==> src/rtl/axi_master_src.sv <==
// Valid/ready source stage: producer FIFO drained into a registered data/valid/last channel.
// Optional `STALL_CNT_EN adds a saturating 16-bit stall counter output.
module axi_master_src #(
  parameter int DEPTH     = 4,
  parameter int BURST_LEN = 4
) (
  input  logic                     clk,
  input  logic                     rst,
  input  logic                     wr_en,
  input  logic [31:0]              wr_data,
  output logic                     full,
  output logic [$clog2(DEPTH):0]   level,
  output logic [31:0]              data,
  output logic                     valid,
  input  logic                     ready,
  output logic                     last
`ifdef STALL_CNT_EN
  ,
  output logic [15:0]              stall_cnt
`endif
);

  localparam int AW = $clog2(DEPTH);
  localparam int CW = $clog2(BURST_LEN) + 1;
  localparam logic [AW:0]   PTR_ONE  = 1;
  localparam logic [CW-1:0] BEAT_ONE = 1;
  localparam logic [CW-1:0] BEAT_MAX = CW'(BURST_LEN - 1);

  logic [31:0]   mem_q [DEPTH];
  logic [AW:0]   wr_ptr_q, wr_ptr_d, rd_ptr_q, rd_ptr_d;
  logic [31:0]   data_q, data_d;
  logic          valid_q, valid_d;
  logic [CW-1:0] beat_q, beat_d;
  logic          empty, push, pop, beat_done, beat_wrap;

  // Pointers carry an extra wrap bit so full and empty are distinguishable.
  assign empty     = (wr_ptr_q == rd_ptr_q);
  assign full      = (wr_ptr_q[AW-1:0] == rd_ptr_q[AW-1:0]) && (wr_ptr_q[AW] != rd_ptr_q[AW]);
  assign level     = wr_ptr_q - rd_ptr_q;
  assign beat_done = valid_q && ready;
  assign beat_wrap = (beat_q == BEAT_MAX);
  assign push      = wr_en && !full;
  assign pop       = (!valid_q || beat_done) && !empty;

  assign data  = data_q;
  assign valid = valid_q;
  assign last  = valid_q && beat_wrap;

  always_comb begin
    // NOTE: every always_comb output gets a default first so no path can infer a latch.
    wr_ptr_d = wr_ptr_q;
    rd_ptr_d = rd_ptr_q;
    data_d   = data_q;
    valid_d  = valid_q;
    beat_d   = beat_q;
    if (push) wr_ptr_d = wr_ptr_q + PTR_ONE;
    if (pop) begin
      rd_ptr_d = rd_ptr_q + PTR_ONE;
      data_d   = mem_q[rd_ptr_q[AW-1:0]];
      valid_d  = 1'b1;
    end else if (beat_done) begin
      valid_d  = 1'b0;
    end
    if (beat_done) beat_d = beat_wrap ? '0 : beat_q + BEAT_ONE;
  end

  // NOTE: state registers use non-blocking assignments so every flop samples pre-edge values.
  always_ff @(posedge clk or posedge rst) begin
    if (rst) begin
      wr_ptr_q <= '0;
      rd_ptr_q <= '0;
      data_q   <= '0;
      valid_q  <= 1'b0;
      beat_q   <= '0;
    end else begin
      wr_ptr_q <= wr_ptr_d;
      rd_ptr_q <= rd_ptr_d;
      data_q   <= data_d;
      valid_q  <= valid_d;
      beat_q   <= beat_d;
    end
  end

  // NOTE: the storage array has no reset; pointers alone define which entries are live.
  always_ff @(posedge clk) begin
    if (push) mem_q[wr_ptr_q[AW-1:0]] <= wr_data;
  end

`ifdef STALL_CNT_EN
  logic [15:0] stall_q;

  always_ff @(posedge clk or posedge rst) begin
    if (rst) begin
      stall_q <= '0;
    end else if (valid_q && !ready && stall_q != 16'hFFFF) begin
      stall_q <= stall_q + 16'd1;
    end
  end

  assign stall_cnt = stall_q;
`endif

endmodule

==> config.mk <==
export PLATFORM = sky130hd
export DESIGN_NAME = axi_master_src
export DESIGN_NICKNAME = d
export VERILOG_FILES = /design/src/rtl/axi_master_src.sv
export SDC_FILE = /design/constraint.sdc
export NUM_CORES = 1
export LEC_CHECK = 0
export CAP_MARGIN = 30
export CORE_MARGIN = 10
export CORE_UTILIZATION = 35
export DETAILED_ROUTE_END_ITERATION = 6
export GPL_TIMING_DRIVEN = 0
export PLACE_DENSITY = 0.53
export SLEW_MARGIN = 20
export SYNTH_ARGS = -nofsm -noshare
export SYNTH_HDL_FRONTEND = slang
export SYNTH_SLANG_ARGS = --single-unit
export TNS_END_PERCENT = 1
==> constraint.sdc <==
create_clock -name clk -period 4.83 [get_ports clk]
set_input_delay 0.7245 -clock clk [delete_from_list [all_inputs] [get_ports clk]]
set_output_delay 0.7245 -clock clk [all_outputs]
set_load 0.03 [all_outputs]
==> results_dict.tcl, run 1 <==
set metrics [dict create \
    start_util_pct 36.00 \
    synth_area_sq_um 6533 \
    cp_slowest_cell "clkdlybuf4s50_1" \
    cp-start-kind "flip-flop" \
    cp_data_required_time_ps 4110 \
    die_x_um 156.6 \
    clock_latency_ps 420 \
    p_seq_share_pct 37.2 \
    wl_per_cell_um 19.87 \
    die-area_sq_um 24530 \
    crit_type "reg -> out" \
    ys_ff_latch 170 \
    max_freq_ghz 0.2640 \
    cts_resized 0 \
    power_density_nw_per_um2 718.5 \
    synth-seq-area-share_pct 74.93 \
    critPathTopFamily "buffers and inverters" \
    synthFlopType "edfxtp_1" \
    htree_num_levels 4 \
    critical_path_buf_inv_count 4 \
    synthArstFlopShare_pct 24.71 \
    path_max_fanout 10 \
    grt_usage_pct 10.74 \
    setup_viol 0 \
    grt_max_degree 28 \
    finalMaxSlewViolations 0 \
    status "completed" \
    first_iter_violations 169 \
    cts_sinks 170 \
    row_count 49 \
    worst_ep_arrival_time_ps 3060 \
    cts_buffers 17 \
    crit_cells 7 \
    fin_ws_ps 1042 \
    maxCapViolCount 0 \
    core_sq_um 18150 \
    cts_max_path_buffers 2 \
    reg2reg_depth 7 \
    p_leak_nw 2.981 \
    hold_path_depth 2 \
    end_kind "output port" \
    syn-num-nets 337 \
    avgSynthCellArea_sq_um 22.37 \
    synth_edf_count 128 \
    root_buffer "clkbuf_16" \
    nets 435 \
    finalWorstPathRequiredPeriod_ps 3788 \
    place.gp.congestion 0.6904 \
    cts_setup_buffers 0 \
    switchingPower_mw 1.907 \
    ctsHoldBuffers 0 \
    period_share_pct 78.43 \
    worstPathCellList "buf_2, buf_1, inv_1, ha_1, nand2_1, nor2b_1, clkdlybuf4s50_1" \
    drive_gt1_share_pct 27.54 \
    p_int_mw 4.037 \
    vias 2963 \
    cts_tree "done" \
    skew_ps 5.332 \
    yosysWarnings 0 \
    slowest_delay_ps 700 \
    pre_cts_ws_ps 1384 \
    nFillCells 1563 \
    ios 74 \
    post-dp-hpwl_um 8281 \
    worst_hold_path_type "reg -> reg" \
    grt_pass1_wl_um 19220 \
    syn_to_final_growth_pct 26.64 \
    relSlewSlack_pct 53.39 \
    swShare_pct 32.08 \
    total_power_mw 5.944 \
    rsz0062_at_grt "no" \
    drt_pass1_iterations 4 \
    viasPerCell 4.688 \
    grt_overflow 0 \
    first_global_vias 3225 \
    synth_cell_types 27 \
    clk_pin_slew_ps 60 \
    antenna_found_initial 0 \
    numPortBuffers 73 \
    hold_viol 0 \
    die_h_um 156.6 \
    power_frac_clock_pct 21.5 \
    tightest_slew_ps 699.1 \
    antennaDiodeCount 0 \
    syn_inst 292 \
    p_comb_share_pct 41.3 \
    wirelength_um 12560 \
    drc_errors 0 \
    ir_worst_vdd_mv 0.3593 \
    final_antenna_net_count 0 \
]
[power groups by stage]
stage,sequential (mW),combinational (mW),clock (mW)
global placement,2.25,2.40,0
CTS,2.22,2.52,1.32
finish,2.21,2.46,1.28
floorplan,2.49,1.37,0
global route,2.26,2.64,1.38
detailed placement,2.25,2.52,0
[state kept, by name, indices dropped and copies added, names as in the netlist]
name      flops
data         32
mem_q       128
beat_q        3
valid         1
wr_ptr_q      3
rd_ptr_q      3
[area by class of cell]
cell class                      count  area [sq um]  share of cell area, %
Sequential cell                   170          4895                  59.17
Multi-Input combinational cell    102          1535                  18.56
Timing Repair Buffer               79         880.8                  10.65
Clock buffer                       21         450.4                  5.445
Tap cell                          229         286.5                  3.463
Clock inverter                     11         103.9                  1.255
Buffer                             11         87.58                  1.059
Inverter                            9         33.78                 0.4083
[worst min-delay path, stage by stage, from the launching register on]
cell and delay [ps]:
dfrtp_1 350, nand2_1 50, o21ai_0 60
[through the flow]
step	hold WS [ps]	cells	TNS (ps)	cell area, sq um	util, %
after floorplan	453.7	292	0	6533	-
after global placement	475.0	594	-28270	7550	41.60
after detailed placement	489.3	600	0	7719	42.53
after CTS	501.2	632	0	8273	45.59
after global routing	525.4	632	0	8273	45.59
final	494.2	632	0	8273	45.59
[per-layer routing]
metal	wire length, um	track usage (%)	up-vias
li1	-	-	1351
met1	5299	12.60	1549
met2	6460	17.61	47
met3	551	3.481	16
met4	249	4.989	0
met5	0	0	-
[kinds of logic after synthesis]
logic type      share of synthesized area [%]
flops                                   74.93
xor+xnor                               0.9196
fa+ha+maj                               1.839
compound gates                         0.9196
buf+inv                                 1.858
simple gates                           0.9770
mux                                     18.56
[cell usage after synthesis (all sizes together), types with 2 or more instances]
library cell / n / area share [%]
mux4: 32 / 11
inv: 9 / 0.52
o21ai: 3 / 0.40
dfrtp: 42 / 16
mux2: 34 / 7.5
nand2: 6 / 0.34
xor2: 3 / 0.52
buf: 9 / 1.2
edfxtp: 128 / 59
a31oi: 3 / 0.29
xnor2: 3 / 0.40
clkbuf: 2 / 0.11
and2: 3 / 0.29
ha: 8 / 1.5
[placed cells by master (no fill, tap or decap), types with 4 or more instances in the layout]
master	Yosys	layout
clkbuf_16	0	17
mux2_4	29	29
mux4_2	32	32
clkinv_1	0	5
dfrtp_1	42	42
edfxtp_1	128	128
buf_16	0	4
nand2_1	6	6
clkbuf_1	2	5
inv_1	9	8
mux2_2	5	5
buf_6	5	5
ha_1	8	8
clkdlybuf4s50_1	0	73
[worst paths after layout]
kind | from | endpoint | slack, ps
worst min-delay path | beat_q[1] | beat_q[1] | 490
worst min register to register | beat_q[1] | beat_q[1] | 490
min in group asynchronous | rst | data[29] | 610
worst max register to register | rd_ptr_q[1] | mem_q[2][7] | 1700
max in group asynchronous | rst | data[23] | 3710
worst max-delay path | rd_ptr_q[1] | full | 1040
Power figures use the tool's default switching activity.
==> run 2, diff against run 1 <==
- PLACE_DENSITY: 0.53 -> 0.55
- clock period: 4.83 -> 3.45 ns (I/O delays scaled with it)
==> run 2 against run 1 <==
Global-route usage increased by 0.058 points; die area unchanged; combinational power increased by 39%.
==> results_dict.tcl, run 2 (synthesis gave the netlist of run 1 again) <==
set metrics [dict create \
    status "completed" \
    grt_max_degree 25 \
    place.gp.congestion 0.6706 \
    layout_common_cells "edfxtp_1 (128), clkdlybuf4s50_1 (73), dfrtp_1 (42)" \
    reg2reg_depth 6 \
    p_leak_nw 3.004 \
    cts_sinks 170 \
    clock_latency_ps 420 \
    timing.setup.tns_ps 0 \
    crit_type "reg -> out" \
    post-dp-hpwl_um 7970 \
    wirelength_um 12390 \
    finalMaxSlewViolations 0 \
    drt_pass1_iterations 4 \
    first_global_vias 3289 \
    relSlewSlack_pct 51.42 \
    skew_ps 9.822 \
    final_common_cell "edfxtp_1" \
    slowest_delay_ps 680 \
    place_inst 600 \
    drive_gt1_share_pct 28.36 \
    worst_hold_path_type "in -> async" \
    reg2reg_from "rd_ptr_q[1]" \
    power_density_nw_per_um2 1006 \
    worstPathCellList "clkbuf_4, inv_1, ha_1, nand2_1, nor2b_1, clkdlybuf4s50_1" \
    p_seq_share_pct 37.0 \
    grt_overflow 0 \
    critPathTopFamily "buffers and inverters" \
    first_iter_violations 154 \
    period_share_pct 90.34 \
    r2r_end "mem_q[1][2]" \
    cp_data_required_time_ps 2930 \
    cts_max_path_buffers 2 \
    nets 434 \
    crit_cells 6 \
    max_freq_ghz 0.3208 \
    maxCapViolCount 0 \
    largest_reg_flops 128 \
    swShare_pct 31.68 \
    viasPerCell 4.680 \
    total_power_mw 8.357 \
    r2r_slack_ps 740 \
    stdcell_count 631 \
    core_sq_um 18150 \
    critical_path_buf_inv_count 3 \
    worst_ep_arrival_time_ps 2600 \
    final_antenna_net_count 0 \
    hold_viol 0 \
    numPortBuffers 73 \
    cp_slowest_cell "clkdlybuf4s50_1" \
    grt_pass1_wl_um 19360 \
    antenna_found_initial 1 \
    setup_viol 0 \
    rsz0062_at_grt "no" \
    row_count 49 \
    cp-start-kind "flip-flop" \
    p_comb_share_pct 40.9 \
    syn_to_final_growth_pct 27.20 \
    tightest_slew_ps 728.7 \
    ios 74 \
    root_buffer "clkbuf_16" \
    antennaDiodeCount 0 \
    switchingPower_mw 2.648 \
    die_h_um 156.6 \
    final_util_pct 45.79 \
    clk_pin_slew_ps 70 \
    wl_per_cell_um 19.64 \
    ir_worst_vdd_mv 0.4280 \
    cts_tree "done" \
    endpoint "full" \
    startpoint "rd_ptr_q[1]" \
    finalWorstPathRequiredPeriod_ps 3117 \
    die-area_sq_um 24530 \
    end_kind "output port" \
    grt_usage_pct 10.79 \
    drc_errors 0 \
    path_max_fanout 16 \
    power_frac_clock_pct 22.0 \
    start_util_pct 36.00 \
    vias 2953 \
    p_int_mw 5.709 \
    cts_buffers 17 \
    die_x_um 156.6 \
    htree_num_levels 4 \
]
[run 2: cell count changes in the layout (fill, tap and decap cells not counted), moves of 2 or more]
| cell | delta |
|---|---|
| clkbuf_8 | +2 |
| buf_16 | +2 |
| buf_12 | -2 |
| clkinv_1 | -5 |
| clkbuf_1 | +2 |
[run 2: routing by layer]
layer  GRT usage (%)  vias to the layer above  part of all wire, %  wire length [um]
met5               0                        -                 0.10                13
met2           17.89                       47                   52              6400
met4           4.360                        2                  1.8               226
li1                -                     1355                    -                 -
met1           12.47                     1532                   42              5172
met3           3.947                       17                  4.7               579
[run 2: area by class of cell]
type | count | area [sq um]
flip-flops and latches | 170 | 4895
inverters | 9 | 33.78
multi-input cells | 102 | 1535
well taps | 229 | 286.5
clock buffers | 25 | 485.5
repair buffers | 79 | 895.9
plain buffers | 10 | 86.33
fillers | 1548 | 9838
clock inverters | 7 | 91.34
[run 2: what timing repair did]
item                                    CTS  global route
setup buffers                             0             0
hold buffers                              0             0
endpoints found under the setup margin    1             1
endpoints found under the hold margin     0             0
resized for setup                         0             1
pin swaps                                 0             0
[run 2: through the flow]
stage,hold WS (ps),setup WS (ps),area (sq um)
after floorplan,453.7,614.7,6539
after global placement,474.4,-748.1,7556
after detailed placement,493.7,145.6,7734
after CTS,511.1,137.0,8307
after global routing,531.1,69.98,8309
final,507.2,333.2,8309
[run 2: power groups by stage]
stage                     clock network (mW)  logic (mW)  registers, mW
after global routing                    1.97        3.69           3.17
after CTS                               1.90        3.52           3.11
after floorplan                            0        1.93           3.48
after detailed placement                   0        3.52           3.15
final                                   1.84        3.42           3.09
after global placement                     0        3.35           3.14
[run 2: worst min path at each step]
stage	from	end	slack, ps	cells after the start
2_1_floorplan	beat_q[1]	beat_q[1]	450	2
3_3_place_gp	beat_q[1]	beat_q[1]	470	2
3_5_place_dp	data[27]	data[27]	490	1
4_1_cts	data[28]	data[28]	510	1
5_1_grt	data[13]	data[13]	530	1
6_report	rst	data[5]	510	2
[run 2: worst reg2reg max path: stages, from the launching register on]
cell and delay (ps):
dfrtp_1 410, clkbuf_4 330, inv_1 80, ha_1 340, a31oi_1 410, and2_2 590, buf_16 240
